==> src/rtl/lfsr_err_monitor.sv <==
// PRBS/LFSR checker statistics: per-window, total and lock-loss error counters.
// Latency: every output is registered, one cycle after the sampling edge.
// Optional alarm: define LFSR_MON_ALARM_EN to build the sticky window-threshold alarm.
module lfsr_err_monitor #(
  parameter int WINDOW_LEN = 256,
  parameter int ERR_THRESH = 4,
  parameter int CNT_W      = 16
) (
  input  logic             clk,
  input  logic             rst,
  input  logic             i_valid,
  input  logic             i_err,
  input  logic             i_lock,
  input  logic             i_clear,
  output logic [CNT_W-1:0] o_total_errs,
  output logic [15:0]      o_win_errs,
  output logic             o_win_done,
  output logic [7:0]       o_loss_cnt,
  output logic             o_alarm
);

  typedef enum logic {UNLOCKED = 1'b0, LOCKED = 1'b1} state_t;

  localparam logic [15:0] LAST_BIT = 16'(WINDOW_LEN - 1);

  state_t           state_q, state_d;
  logic [15:0]      bit_cnt_q, bit_cnt_d;
  logic [15:0]      acc_q, acc_d;
  logic [CNT_W-1:0] total_q, total_d;
  logic [15:0]      win_errs_q, win_errs_d;
  logic             win_done_q, win_done_d;
  logic [7:0]       loss_q, loss_d;

  logic        counted;
  logic        lock_lost;
  logic        lock_gained;
  logic        last_bit;
  logic [16:0] acc_sum;
  logic [15:0] acc_sat;

  // Qualify the current cycle: only bits seen while locked on both sides count.
  assign counted     = (state_q == LOCKED) && i_lock && i_valid;
  assign lock_lost   = (state_q == LOCKED) && !i_lock;
  assign lock_gained = (state_q == UNLOCKED) && i_lock;
  assign last_bit    = (bit_cnt_q == LAST_BIT);
  assign acc_sum     = {1'b0, acc_q} + {16'd0, i_err};
  assign acc_sat     = acc_sum[16] ? 16'hFFFF : acc_sum[15:0];

`ifdef LFSR_MON_ALARM_EN
  localparam logic [16:0] THRESH = 17'(ERR_THRESH);
  logic alarm_q, alarm_d;
`endif

  // Next-state for counters; clear wins over counting, window close and lock loss.
  always_comb begin
    state_d    = i_lock ? LOCKED : UNLOCKED;
    bit_cnt_d  = bit_cnt_q;
    acc_d      = acc_q;
    total_d    = total_q;
    win_errs_d = win_errs_q;
    win_done_d = 1'b0;
    loss_d     = loss_q;
`ifdef LFSR_MON_ALARM_EN
    alarm_d    = alarm_q;
`endif
    if (i_clear) begin
      bit_cnt_d  = '0;
      acc_d      = '0;
      total_d    = '0;
      win_errs_d = '0;
      loss_d     = '0;
`ifdef LFSR_MON_ALARM_EN
      alarm_d    = 1'b0;
`endif
    end else if (counted) begin
      if (i_err && (total_q != {CNT_W{1'b1}})) begin
        total_d = total_q + 1'b1;
      end
      if (last_bit) begin
        win_errs_d = acc_sat;
        win_done_d = 1'b1;
        bit_cnt_d  = '0;
        acc_d      = '0;
`ifdef LFSR_MON_ALARM_EN
        if ({1'b0, acc_sat} >= THRESH) begin
          alarm_d = 1'b1;
        end
`endif
      end else begin
        bit_cnt_d = bit_cnt_q + 16'd1;
        acc_d     = acc_sat;
      end
    end else if (lock_lost) begin
      // Partial window is thrown away; no completion pulse.
      if (loss_q != 8'hFF) begin
        loss_d = loss_q + 8'd1;
      end
      bit_cnt_d = '0;
      acc_d     = '0;
    end else if (lock_gained) begin
      bit_cnt_d = '0;
      acc_d     = '0;
    end
  end

  // State and statistics registers; reset forces UNLOCKED and zero counts.
  always_ff @(posedge clk or posedge rst) begin
    if (rst) begin
      state_q    <= UNLOCKED;
      bit_cnt_q  <= '0;
      acc_q      <= '0;
      total_q    <= '0;
      win_errs_q <= '0;
      win_done_q <= 1'b0;
      loss_q     <= '0;
    end else begin
      state_q    <= state_d;
      bit_cnt_q  <= bit_cnt_d;
      acc_q      <= acc_d;
      total_q    <= total_d;
      win_errs_q <= win_errs_d;
      win_done_q <= win_done_d;
      loss_q     <= loss_d;
    end
  end

`ifdef LFSR_MON_ALARM_EN
  // Sticky alarm register, released only by clear or reset.
  always_ff @(posedge clk or posedge rst) begin
    if (rst) begin
      alarm_q <= 1'b0;
    end else begin
      alarm_q <= alarm_d;
    end
  end
  assign o_alarm = alarm_q;
`else
  assign o_alarm = 1'b0;
`endif

  assign o_total_errs = total_q;
  assign o_win_errs   = win_errs_q;
  assign o_win_done   = win_done_q;
  assign o_loss_cnt   = loss_q;

endmodule

==> config.mk <==
export PLATFORM = sky130hd
export DESIGN_NAME = lfsr_err_monitor
export DESIGN_NICKNAME = d
export VERILOG_FILES = /design/src/rtl/lfsr_err_monitor.sv
export SDC_FILE = /design/constraint.sdc
export NUM_CORES = 1
export LEC_CHECK = 0
export ABC_AREA = 1
export BUFFER_PORTS_ARGS = -buffer_cell sky130_fd_sc_hd__clkbuf_2
export CORE_MARGIN = 2
export CORE_UTILIZATION = 45
export CTS_CLUSTER_SIZE = 24
export DETAILED_ROUTE_END_ITERATION = 10
export PLACE_DENSITY = 0.66
export SETUP_SLACK_MARGIN = 0.1
export SLEW_MARGIN = 15
export SYNTH_ARGS = -nofsm -noshare
export SYNTH_HDL_FRONTEND = slang
export SYNTH_SLANG_ARGS = --single-unit
==> constraint.sdc <==
create_clock -name clk -period 2.5 [get_ports clk]
set_input_delay 0.5 -clock clk [delete_from_list [all_inputs] [get_ports clk]]
set_output_delay 0.5 -clock clk [all_outputs]
set_load 0.02 [all_outputs]
==> key figures <==
Synth
  • Sequential fraction of the synthesis area: between 40% and 50%
  • Synth unique cells: 32
  • Flop and latch count out of synthesis: 74
  • Synthesized netlist cell count: 600
  • YS warnings: 0
  • Syn nets: approximately 610
  • Area of the mapped netlist: between 4000 and 5000 µm²
  • Avg Synthesized Cell Area: around 7.3 µm²

Route
  • Initial DRC Count: approximately 150
  • Residual DRC: 0
  • Drt total wl: just under 10000 µm
  • DR vias/cell: roughly 5.1
  • TritonRoute pass-1 iters: 5
  • Routed Antenna Nets: 0
  • Via count: a little under 4000
  • Routed WL per cell: about 13 µm

CTS
  • Post-cts resize count: 0
  • Clock sinks: 74
  • CTS Buffer Depth: 2
  • Reg clk slew, reported paths: approximately 80 ps
  • # hold bufs at CTS: 0
  • Setup Fix Bufs, Post-CTS: 0
  • Clk_lat worst skew: 350 ps
  • CTS root buffer: clkbuf_8
  • CTS tree: done
  • H-tree depth: 3
  • Num CTS Buffers: 9

Layout
  • Fin area: approximately 4900 µm²
  • Reg area: roughly 1900 µm²
  • Layout fillers: ~930
  • ANT cells: 0
  • Ratio of cells with drive above 1 in the final layout: 16.3%
  • Area of the multi-input gates: approximately 2200 µm²
  • Final layout net count: around 660
  • Synthesis-to-layout area growth: 12.1%

Setup path
  • Crit Path Max Fanout: 17
  • CP required: about 2700 ps
  • Worst EP arrival: 2110 ps
  • Reg2Reg Setup Slack: around 620 ps
  • Max stage delay cell, worst path: dfrtp_1
  • Crit end category: flip-flop
  • Startpoint class of the critical path: flip-flop
  • RR Endpoint: o_total_errs[8]
  • Kind of critical path: reg -> reg
  • Cell Chain, Critical Path: ha_1 -> inv_1 -> nor2_4 -> nand2_2 -> nor2_2 -> nand2_2 -> nand2_4 -> inv_4 -> nand3b_1 -> nand2_1
  • Slowest Stage Delay on Critical Path: about 460 ps
  • Cell repeated most along the worst path: nand2_2
  • Worst r2r src: o_total_errs[0]
  • Worst reg-to-reg path cell count: 10

Job
  • Max Cap Viol: 0

Floorplanning
  • Die Area: between 10000 and 15000 µm²
  • Die height: between 100 and 150 µm
  • Row count: 35
  • Core area: 9330 µm²
  • Starting Density: 46.7%
  • # IOs: between 40 and 50
  • Die Width: 102 µm

STA
  • Final Hold Viols: 0
  • Setup_tns: 0 ps
  • Unrepaired setup endpoints after global routing: false
  • Fin crit share: between 70 and 80%
  • Worst-margin pin slew: about 570 ps
  • Slew HR: about three fifths
  • Slew Limit Fails: 0
  • Setup violations, final: 0
  • Clk_skew: between 10 and 15 ps
  • Clock period minus worst slack: about 1900 ps
  • Fin Hold WS: ~190 ps
  • Highest clock rate: around 530 MHz

GRT
  • GR Util All Layers: 20.3%
  • Largest net degree at the start of global routing: 50
  • Vias in the first global route: ~3600
  • Initial antenna violation count: 0
  • Total congestion overflow: 0
  • First-pass GRT wire length: around 17000 µm

Place
  • GPL Wtd Cong: around 0.87
  • # port buffers: 46
  • Placed instance area: between 4000 and 5000 µm²
  • HPWL after detailed placement: between 7000 and 8000 µm

Pwr
  • PnR Total Power: roughly 2300 µW
  • Max VDD drop: roughly 0.23 mV
  • Total power density per cell area: 470 nW/µm²
  • P_leak: 0.00247 µW

Outcome
  • Outcome: finished, final reports clean

Worst hold path
  • Worst Hold Class: in -> async
==> cell usage after synthesis (all sizes together) <==
| master | number | area [µm²] |
|---|---|---|
| nand3 | 75 | 380 |
| inv | 57 | 216 |
| dfrtp | 74 | 1850 |
| nand4 | 19 | 119 |
| buf | 14 | 95.1 |
| xor2 | 10 | 87.6 |
| or2 | 7 | 43.8 |
| nor2 | 67 | 295 |
| clkinv | 1 | 5.00 |
| nand2 | 208 | 821 |
| a21oi | 1 | 5.00 |
| o21ai | 25 | 125 |
| conb | 1 | 3.75 |
| nor3 | 13 | 65.1 |
| ha | 7 | 87.6 |
| o21bai | 1 | 7.51 |
| nand3b | 11 | 86.3 |
| clkbuf | 3 | 11.3 |
| xnor2 | 6 | 52.6 |
==> final cells by class <==
type / count / share of cell area (%)
well taps: 129 / 3.30
multi-input cells: 451 / 44.6
clock inverters: 5 / 1.13
clock buffers: 10 / 2.82
repair buffers: 51 / 5.73
flip-flops and latches: 74 / 37.9
inverters: 58 / 4.53
==> cell families (layout without fill, tap and decap cells) <==
group	count (synthesis)	after routing	synth area share, %
simple gates	400	400	41.5
buf+inv	75	124	7.52
flops	74	74	42.5
compound gates	27	27	3.16
xor+xnor	16	16	3.21
fa+ha+maj	7	7	2.01
other cells	1	1	0.0860
==> cells in the final DEF (no fill, tap or decap), types with 2 or more instances in the layout <==
cell type   instances
nand2_1           198
nand3_1            74
dfrtp_1            74
nor2_1             59
clkbuf_2           46
inv_1              45
nand4_1            19
o21ai_0            18
nor3_1             13
inv_2              11
xor2_1             10
nand3b_1           10
clkbuf_8           10
nand2_2             7
o21ai_1             7
or2_2               7
ha_1                7
xnor2_1             6
nor2_2              5
buf_4               4
nand2_4             3
clkinv_2            3
nor2_4              2
clkinvlp_4          2
==> power breakdown <==
part	leakage, µW	total (µW)	internal (µW)	switching [µW]
clock network	0.0000941	937	480	458
logic	0.00135	140	34.3	105
registers	0.00103	1220	1210	11.9
total	0.00247	2290	1720	575
==> registers in the layout, indices dropped and copies added (netlist names) <==
register      cells
o_win_done        1
acc_q            16
bit_cnt_q        16
o_loss_cnt        8
state_q           1
o_win_errs       16
o_total_errs     16
==> per-stage QoR <==
stage / instances / setup WS [ps] / util (%)
floorplan: 600 / 118 / -
finish: 778 / 619 / 52.4
global route: 778 / 382 / 52.4
CTS: 778 / 594 / 52.4
detailed placement: 763 / 563 / 50.3
global placement: 763 / 626 / 50.3
==> worst max path at each step <==
stage                               start  depth (start not counted)  slack, ps               end
after floorplan                       rst                          1        120          acc_q[0]
after global placement             i_lock                          7        630     o_loss_cnt[5]
after detailed placement           i_lock                          7        560     o_loss_cnt[5]
after CTS                 o_total_errs[0]                         10        590  o_total_errs[15]
after global routing      o_total_errs[0]                         10        380  o_total_errs[10]
final                     o_total_errs[0]                         10        620   o_total_errs[8]
==> metal layers <==
layer  vias to the layer above  GRT usage, %  wire length, µm
li1                       2006             -                -
met1                      1843          28.1             4820
met3                         9          2.94              420
met2                        75          33.1             4590
met4                         0          6.26              104
met5                         -             0                0
==> worst max-delay path, delay by kind of cell (launching register included) <==
family / cells / cell delay, ps
and+or+nand+nor: 7 / 780
DFF: 1 / 460
buffers and inverters: 2 / 230
adders and majority gates: 1 / 290
Note: power is estimated with default switching activity, not from simulation.
